**src/rtl/shifter_pkg.sv**
```systemverilog
// -----------------------------------------------------------------------------
// shifter_pkg
// Shared definitions for the pipelined shifter: shift/rotate mode encodings
// (as an enum and as plain localparams for legacy code) and a legality helper.
// No ports.
// -----------------------------------------------------------------------------
package shifter_pkg;

   typedef enum logic [2:0] {
      SH_ROL = 3'b000,
      SH_SLL = 3'b001,
      SH_ROR = 3'b010,
      SH_SRL = 3'b011,
      SH_SRA = 3'b100
   } shift_op_e;

   localparam logic [2:0] OP_ROL = 3'b000;
   localparam logic [2:0] OP_SLL = 3'b001;
   localparam logic [2:0] OP_ROR = 3'b010;
   localparam logic [2:0] OP_SRL = 3'b011;
   localparam logic [2:0] OP_SRA = 3'b100;

   // Encodings 101..111 are reserved; everything up to SRA is a real mode.
   function automatic logic is_legal_op(input logic [2:0] op);
      return (op <= OP_SRA);
   endfunction

endpackage

```
**src/rtl/shift_stage.sv**
```systemverilog
// -----------------------------------------------------------------------------
// shift_stage
// One log-stage of the pipelined shifter: conditionally shifts/rotates the
// incoming operand by SHAMT (a power of two) and registers the result together
// with the remaining operation context.
//
// Ports:
//   clk, rst_n      clock (rising edge), asynchronous active-low reset
//   i_valid         upstream slot holds an operation
//   i_down_ready    the downstream stage will take this stage's contents now
//   o_load          this stage loads this cycle (also the upstream ready)
//   i_data/i_cnt/i_op/i_tag/i_illegal   upstream operation context
//   o_valid/o_data/o_cnt/o_op/o_tag/o_illegal  registered operation context
//
// Handshake: a slot moves from upstream into this stage when o_load is high;
// o_load is high whenever the stage is empty or its contents leave this same
// cycle, so bubbles are squeezed out rather than propagated.
// -----------------------------------------------------------------------------
module shift_stage
   import shifter_pkg::*;
#(
   parameter int WIDTH = 16,
   parameter int TAG_W = 4,
   parameter int SHAMT = 1,
   parameter int CNT_W = $clog2(WIDTH)
) (
   input  logic             clk,
   input  logic             rst_n,
   input  logic             i_valid,
   input  logic             i_down_ready,
   output logic             o_load,
   input  logic [WIDTH-1:0] i_data,
   input  logic [CNT_W-1:0] i_cnt,
   input  logic [2:0]       i_op,
   input  logic [TAG_W-1:0] i_tag,
   input  logic             i_illegal,
   output logic             o_valid,
   output logic [WIDTH-1:0] o_data,
   output logic [CNT_W-1:0] o_cnt,
   output logic [2:0]       o_op,
   output logic [TAG_W-1:0] o_tag,
   output logic             o_illegal
);

   // Which count bit this stage is responsible for.
   localparam int BIT = $clog2(SHAMT);

   logic             r_valid;
   logic [WIDTH-1:0] r_data;
   logic [CNT_W-1:0] r_cnt;
   logic [2:0]       r_op;
   logic [TAG_W-1:0] r_tag;
   logic             r_illegal;

   shift_op_e        w_mode;
   logic [WIDTH-1:0] w_shifted;
   logic [WIDTH-1:0] w_next;

   assign w_mode = shift_op_e'(i_op);

   always_comb begin
      w_shifted = i_data;
      case (w_mode)
         SH_ROL:  w_shifted = (i_data << SHAMT) | (i_data >> (WIDTH - SHAMT));
         SH_SLL:  w_shifted = i_data << SHAMT;
         SH_ROR:  w_shifted = (i_data >> SHAMT) | (i_data << (WIDTH - SHAMT));
         SH_SRL:  w_shifted = i_data >> SHAMT;
         // The operand MSB survives every arithmetic step, so filling from the
         // current MSB is the same as filling from the original sign bit.
         SH_SRA:  w_shifted = $signed(i_data) >>> SHAMT;
         default: w_shifted = i_data;
      endcase
   end

   // Illegal ops behave as cnt=0 all the way through.
   assign w_next = (i_cnt[BIT] && !i_illegal) ? w_shifted : i_data;

   assign o_load = !r_valid || i_down_ready;

   always_ff @(posedge clk or negedge rst_n) begin
      if (!rst_n) begin
         r_valid   <= 1'b0;
         r_data    <= '0;
         r_cnt     <= '0;
         r_op      <= '0;
         r_tag     <= '0;
         r_illegal <= 1'b0;
      end else if (o_load) begin
         r_valid <= i_valid;
         // Payload only changes when a real operation arrives; a bubble
         // just clears the valid bit.
         if (i_valid) begin
            r_data    <= w_next;
            r_cnt     <= i_cnt;
            r_op      <= i_op;
            r_tag     <= i_tag;
            r_illegal <= i_illegal;
         end
      end
   end

   assign o_valid   = r_valid;
   assign o_data    = r_data;
   assign o_cnt     = r_cnt;
   assign o_op      = r_op;
   assign o_tag     = r_tag;
   assign o_illegal = r_illegal;

endmodule

```
**src/rtl/pipelined_shifter.sv**
```systemverilog
// -----------------------------------------------------------------------------
// pipelined_shifter
// Pipelined shift/rotate unit (ROL, SLL, ROR, SRL, SRA) with one registered
// log-stage per count bit, a valid/ready handshake on both sides and
// bubble-collapsing backpressure. A tag travels with each operation.
//
// Ports:
//   clk, rst_n             clock (rising edge), asynchronous active-low reset
//   in_valid / in_ready    input handshake; transfer when both are high
//   in_data, in_cnt        operand and shift amount (0..WIDTH-1)
//   in_op                  000 ROL, 001 SLL, 010 ROR, 011 SRL, 100 SRA,
//                          101..111 illegal (data passes unshifted)
//   in_tag                 opaque sideband, returned with the result
//   out_valid / out_ready  output handshake; transfer when both are high
//   out_data, out_tag      result and its tag, straight from the last stage
//   out_zero               out_data == 0 (meaningful only with out_valid)
//   out_illegal            the operation used a reserved op encoding
//
// Latency is CNT_W cycles with no backpressure; throughput one op per cycle.
// in_ready depends only on stage valids and out_ready, never on in_valid.
// -----------------------------------------------------------------------------
module pipelined_shifter
   import shifter_pkg::*;
#(
   parameter int WIDTH = 16,
   parameter int CNT_W = $clog2(WIDTH),
   parameter int TAG_W = 4
) (
   input  logic             clk,
   input  logic             rst_n,
   input  logic             in_valid,
   output logic             in_ready,
   input  logic [WIDTH-1:0] in_data,
   input  logic [CNT_W-1:0] in_cnt,
   input  logic [2:0]       in_op,
   input  logic [TAG_W-1:0] in_tag,
   output logic             out_valid,
   input  logic             out_ready,
   output logic [WIDTH-1:0] out_data,
   output logic [TAG_W-1:0] out_tag,
   output logic             out_zero,
   output logic             out_illegal
);

   // Index 0 is the pipeline input; index k+1 is the register of stage k.
   logic [CNT_W:0]   w_valid;
   logic [WIDTH-1:0] w_data    [CNT_W+1];
   logic [CNT_W-1:0] w_cnt     [CNT_W+1];
   logic [2:0]       w_op      [CNT_W+1];
   logic [TAG_W-1:0] w_tag     [CNT_W+1];
   logic [CNT_W:0]   w_illegal;

   logic [CNT_W-1:0] w_load;
   logic [CNT_W-1:0] w_down_ready;

   assign w_valid[0]   = in_valid;
   assign w_data[0]    = in_data;
   assign w_cnt[0]     = in_cnt;
   assign w_op[0]      = in_op;
   assign w_tag[0]     = in_tag;
   assign w_illegal[0] = !is_legal_op(in_op);

   for (genvar k = 0; k < CNT_W; k++) begin : g_stage
      // Stage k+1 loads when it is empty or stage k+2 loads, and so on down to
      // out_ready. Unrolled, that is: out_ready, or any later stage is empty.
      // Written flat so no signal feeds back into its own vector.
      if (k == CNT_W - 1) begin : g_last
         assign w_down_ready[k] = out_ready;
      end else begin : g_mid
         assign w_down_ready[k] = out_ready | ~(&w_valid[CNT_W:k+2]);
      end

      shift_stage #(
         .WIDTH (WIDTH),
         .TAG_W (TAG_W),
         .SHAMT (1 << k),
         .CNT_W (CNT_W)
      ) u_stage (
         .clk          (clk),
         .rst_n        (rst_n),
         .i_valid      (w_valid[k]),
         .i_down_ready (w_down_ready[k]),
         .o_load       (w_load[k]),
         .i_data       (w_data[k]),
         .i_cnt        (w_cnt[k]),
         .i_op         (w_op[k]),
         .i_tag        (w_tag[k]),
         .i_illegal    (w_illegal[k]),
         .o_valid      (w_valid[k+1]),
         .o_data       (w_data[k+1]),
         .o_cnt        (w_cnt[k+1]),
         .o_op         (w_op[k+1]),
         .o_tag        (w_tag[k+1]),
         .o_illegal    (w_illegal[k+1])
      );
   end

   assign in_ready    = w_load[0];

   assign out_valid   = w_valid[CNT_W];
   assign out_data    = w_data[CNT_W];
   assign out_tag     = w_tag[CNT_W];
   assign out_illegal = w_illegal[CNT_W];
   assign out_zero    = ~|w_data[CNT_W];

   // Count/op leaving the last stage and the inner load enables have no
   // consumer; they are part of the uniform stage interface.
   logic w_unused_tail;
   assign w_unused_tail = ^{w_cnt[CNT_W], w_op[CNT_W], w_load};

endmodule
```
**config.mk**
```make
export PLATFORM = sky130hd
export DESIGN_NAME = pipelined_shifter
export DESIGN_NICKNAME = d
export VERILOG_FILES = /design/src/rtl/shifter_pkg.sv /design/src/rtl/shift_stage.sv /design/src/rtl/pipelined_shifter.sv
export SDC_FILE = /design/constraint.sdc
export NUM_CORES = 1
export LEC_CHECK = 0
export BUFFER_PORTS_ARGS = -buffer_cell sky130_fd_sc_hd__buf_2
export CAP_MARGIN = 15
export CORE_ASPECT_RATIO = 1.25
export CORE_MARGIN = 4
export CORE_UTILIZATION = 45
export CTS_CLUSTER_DIAMETER = 60
export DETAILED_ROUTE_END_ITERATION = 6
export PLACE_DENSITY = 0.68
export SLEW_MARGIN = 10
export SYNTH_ARGS = -nofsm -noshare
export SYNTH_HDL_FRONTEND = slang
export SYNTH_SLANG_ARGS = --single-unit
```
**constraint.sdc**
```tcl
create_clock -name clk -period 1.85 [get_ports clk]
set_clock_uncertainty 0.05 [all_clocks]
set_input_delay 0.185 -clock clk [delete_from_list [all_inputs] [get_ports clk]]
set_output_delay 0.185 -clock clk [all_outputs]
set_load 0.1 [all_outputs]
```
==> qor.csv <==
metric;value;unit
Antenna Cells;0;
TritonCTS clock tree;yes;
CP max FO;3;
CTS H-tree lvls;3;
leading cell types in the layout, fill and taps excluded;dfrtp_1 (102), nand2_1 (93), o21ai_0 (66), buf_2 (51), mux2_2 (39);
Final min period;1.818;ns
worst reg2reg endpoint;g_stage[0].u_stage.o_op[1];
residual DRC count;0;
Starting Density;45.76;%
Endpoint, Worst Hold;g_stage[0].u_stage.o_tag[2];
WS Path Type;reg -> out;
Worst Reg2Reg Path Length in Cells;5;
YS warnings;0;
hold path depth;2;
drt initial violations;199;
antenna violations before repair;0;
Hold Startpoint;in_tag[2];
Required @ worst endpoint;1.62;ns
Synth Instances;587;
area delta synth->final;15.07;%
total CTS buffers;9;
Clk pin slew, worst setup/hold paths;0.06;ns
gpl congestion;0.9729;
CTS Root Cell;clkbuf_16;
Final Max Slew Viols;0;
flop2flop setup slack;0.18;ns
Worst Hold Class;in -> reg;
CP Capture Type;primary output;
worst flop-to-flop path startpoint;g_stage[3].u_stage.o_valid;
post-route setup TNS;0;ns
Pwr per Cell Area;1503;nW/um^2
max_cap viols;0;
vias;4568;
gr usage total;18.14;%
Skew-Pair Late Insertion Delay;0.34;ns
post-DP HPWL;9320;um
syn nets;618;
ys flop type;dfrtp_1;
number of I/O pins;55;
vias in the first global route;4538;
layout cells sized above 1;24.14;%
GRT overflow;0;
crit path DAT;1.58;ns
Leak;0.002792;uW
# fillers;1121;
startpoint types;flop;
core area;12110;um^2
VDD IR max;977.8;uV
worst path cell trace;nor4_1 > and4_4 > buf_12;
DR WL/cell;15.10;um
syn avg cell area;9.436;um^2
ys async rst share;100.0;%
status;completed;
Hold Vio Cnt, Final;0;
first-pass GRT wire length;21570;um
Post-synth EDFFs;0;
synthesized flop and latch total;103;
# port buffers;54;
sequential-to-total area share from yosys stat;46.53;%
Syn Std Cell Area;5539;um^2
die width;107.2;um
crit-path max cell delay;0.39;ns
worst-margin pin slew;0.6487;ns
Slowest-stage cell, CP;dfrtp_1;
Pwr Total;9581;uW
DIE AREA;14160;um^2
RSZ-0062 raised after global routing;no;
Final Setup Violations;0;
crit share post-route;98.26;%
Yosys cell types;44;
Site Rows;45;
Post-Route WL;12170;um
Detail Route Antenna Nets;0;
largest net degree at the start of global routing;46;
Via density;5.667;
Clock Tree Buf Depth;2;
first drt pass iteration count;4;
f_max;550.1;MHz
CTS Sinks;103;
worst rel slew slack;56.75;%
Nets;668;
Die Ht;132.0;um
most common cell after layout, fill and taps aside;dfrtp_1;
cell usage after synthesis (2+ instances only):
library cell	n	share of area (%)
clkbuf_1	18	1.2
nand3b_1	4	0.54
o21ai_1	7	0.63
a211oi_1	23	3.1
buf_2	22	2.0
dfrtp_1	103	47
a21o_1	15	2.0
o31ai_1	15	2.0
buf_4	3	0.41
a22oi_1	12	1.6
o21ai_0	66	6.0
o21a_1	15	2.0
nor2b_1	4	0.45
a21oi_2	2	0.32
nor2_1	27	1.8
and3_1	11	1.2
o22ai_2	8	1.8
a21oi_1	30	2.7
inv_1	3	0.20
nand2b_1	12	1.4
o22ai_1	18	2.0
nand2_1	93	6.3
a221oi_1	7	1.1
mux2_2	39	7.9
nor4_1	4	0.45
a211o_1	8	1.3
critical path, delay by kind of cell (launching register included):
| family | cells | cell delay (ns) |
|---|---|---|
| simple gates | 2 | 0.68 |
| buf+inv | 1 | 0.17 |
| flops | 1 | 0.39 |
through the flow:
stage	instances	setup slack [ns]	instance area, um^2	utilization [%]	hold WS, ns
after global placement	787	0.2300	6063	50.09	0.1105
after floorplan	587	0.03047	5545	-	-0.1606
final	806	0.03228	6374	52.65	0.02880
after detailed placement	787	0.1823	6063	50.09	0.1118
after CTS	804	0.001374	6352	52.48	0.01973
after global routing	806	0.0008080	6374	52.65	0.02161
registers in the layout (all words and copies together), names as in the netlist:
register	flops
g_stage.u_stage.o_data	64
g_stage.u_stage.o_tag	16
g_stage.u_stage.o_op	9
g_stage.u_stage.o_cnt	6
g_stage.u_stage.o_illegal	4
g_stage.u_stage.o_valid	4
kinds of logic after synthesis:
| group | share of synthesized area (%) |
|---|---|
| buffers and inverters | 4.088 |
| and+or+nand+nor | 13.46 |
| muxes | 8.109 |
| DFF | 46.53 |
| AOI/OAI and AO/OA | 27.81 |
area by class of cell:
| cell class | count | area, um^2 | share of cell area [%] |
|---|---|---|---|
| multi-input combinational | 436 | 2744 | 43.05 |
| tap | 164 | 205.2 | 3.219 |
| clock inverter | 5 | 33.78 | 0.5300 |
| sequential | 103 | 2581 | 40.50 |
| timing repair buffer | 84 | 555.5 | 8.716 |
| clock buffer | 11 | 242.7 | 3.808 |
| inverter | 3 | 11.26 | 0.1767 |
timing repair:
action / in CTS / in global routing
pin swaps: 0 / 0
buffers inserted: 0 / 2
hold buffers: 1 / 0
endpoints found under the setup margin: 1 / 2
gates resized for setup: 1 / 1
endpoints found under the hold margin: 29 / 0
report_power, final:
part / switching, uW / internal (uW) / total [uW]
logic: 2940 / 1250 / 4190
registers: 702 / 2970 / 3670
clock network: 777 / 946 / 1720
metal layers:
metal  routed length (um)  track usage (%)
met5                    0                0
met4                  283            7.818
met3                  407            1.666
met2                 6460            32.36
met1                 5021            22.07
how the worst max path moves through the flow:
stage | cells after the start | slack, ns | start | to
floorplan | 4 | 0.03 | g_stage[3].u_stage.o_valid | g_stage[0].u_stage.o_cnt[1]
global placement | 5 | 0.23 | in_op[1] | g_stage[0].u_stage.o_data[2]
detailed placement | 5 | 0.18 | in_op[0] | g_stage[0].u_stage.o_data[2]
CTS | 3 | 0.001 | g_stage[3].u_stage.o_data[1] | out_zero
global route | 3 | 0.0008 | g_stage[3].u_stage.o_data[1] | out_zero
finish | 3 | 0.03 | g_stage[3].u_stage.o_data[1] | out_zero
No activity file was read; power rests on OpenSTA's default activity.
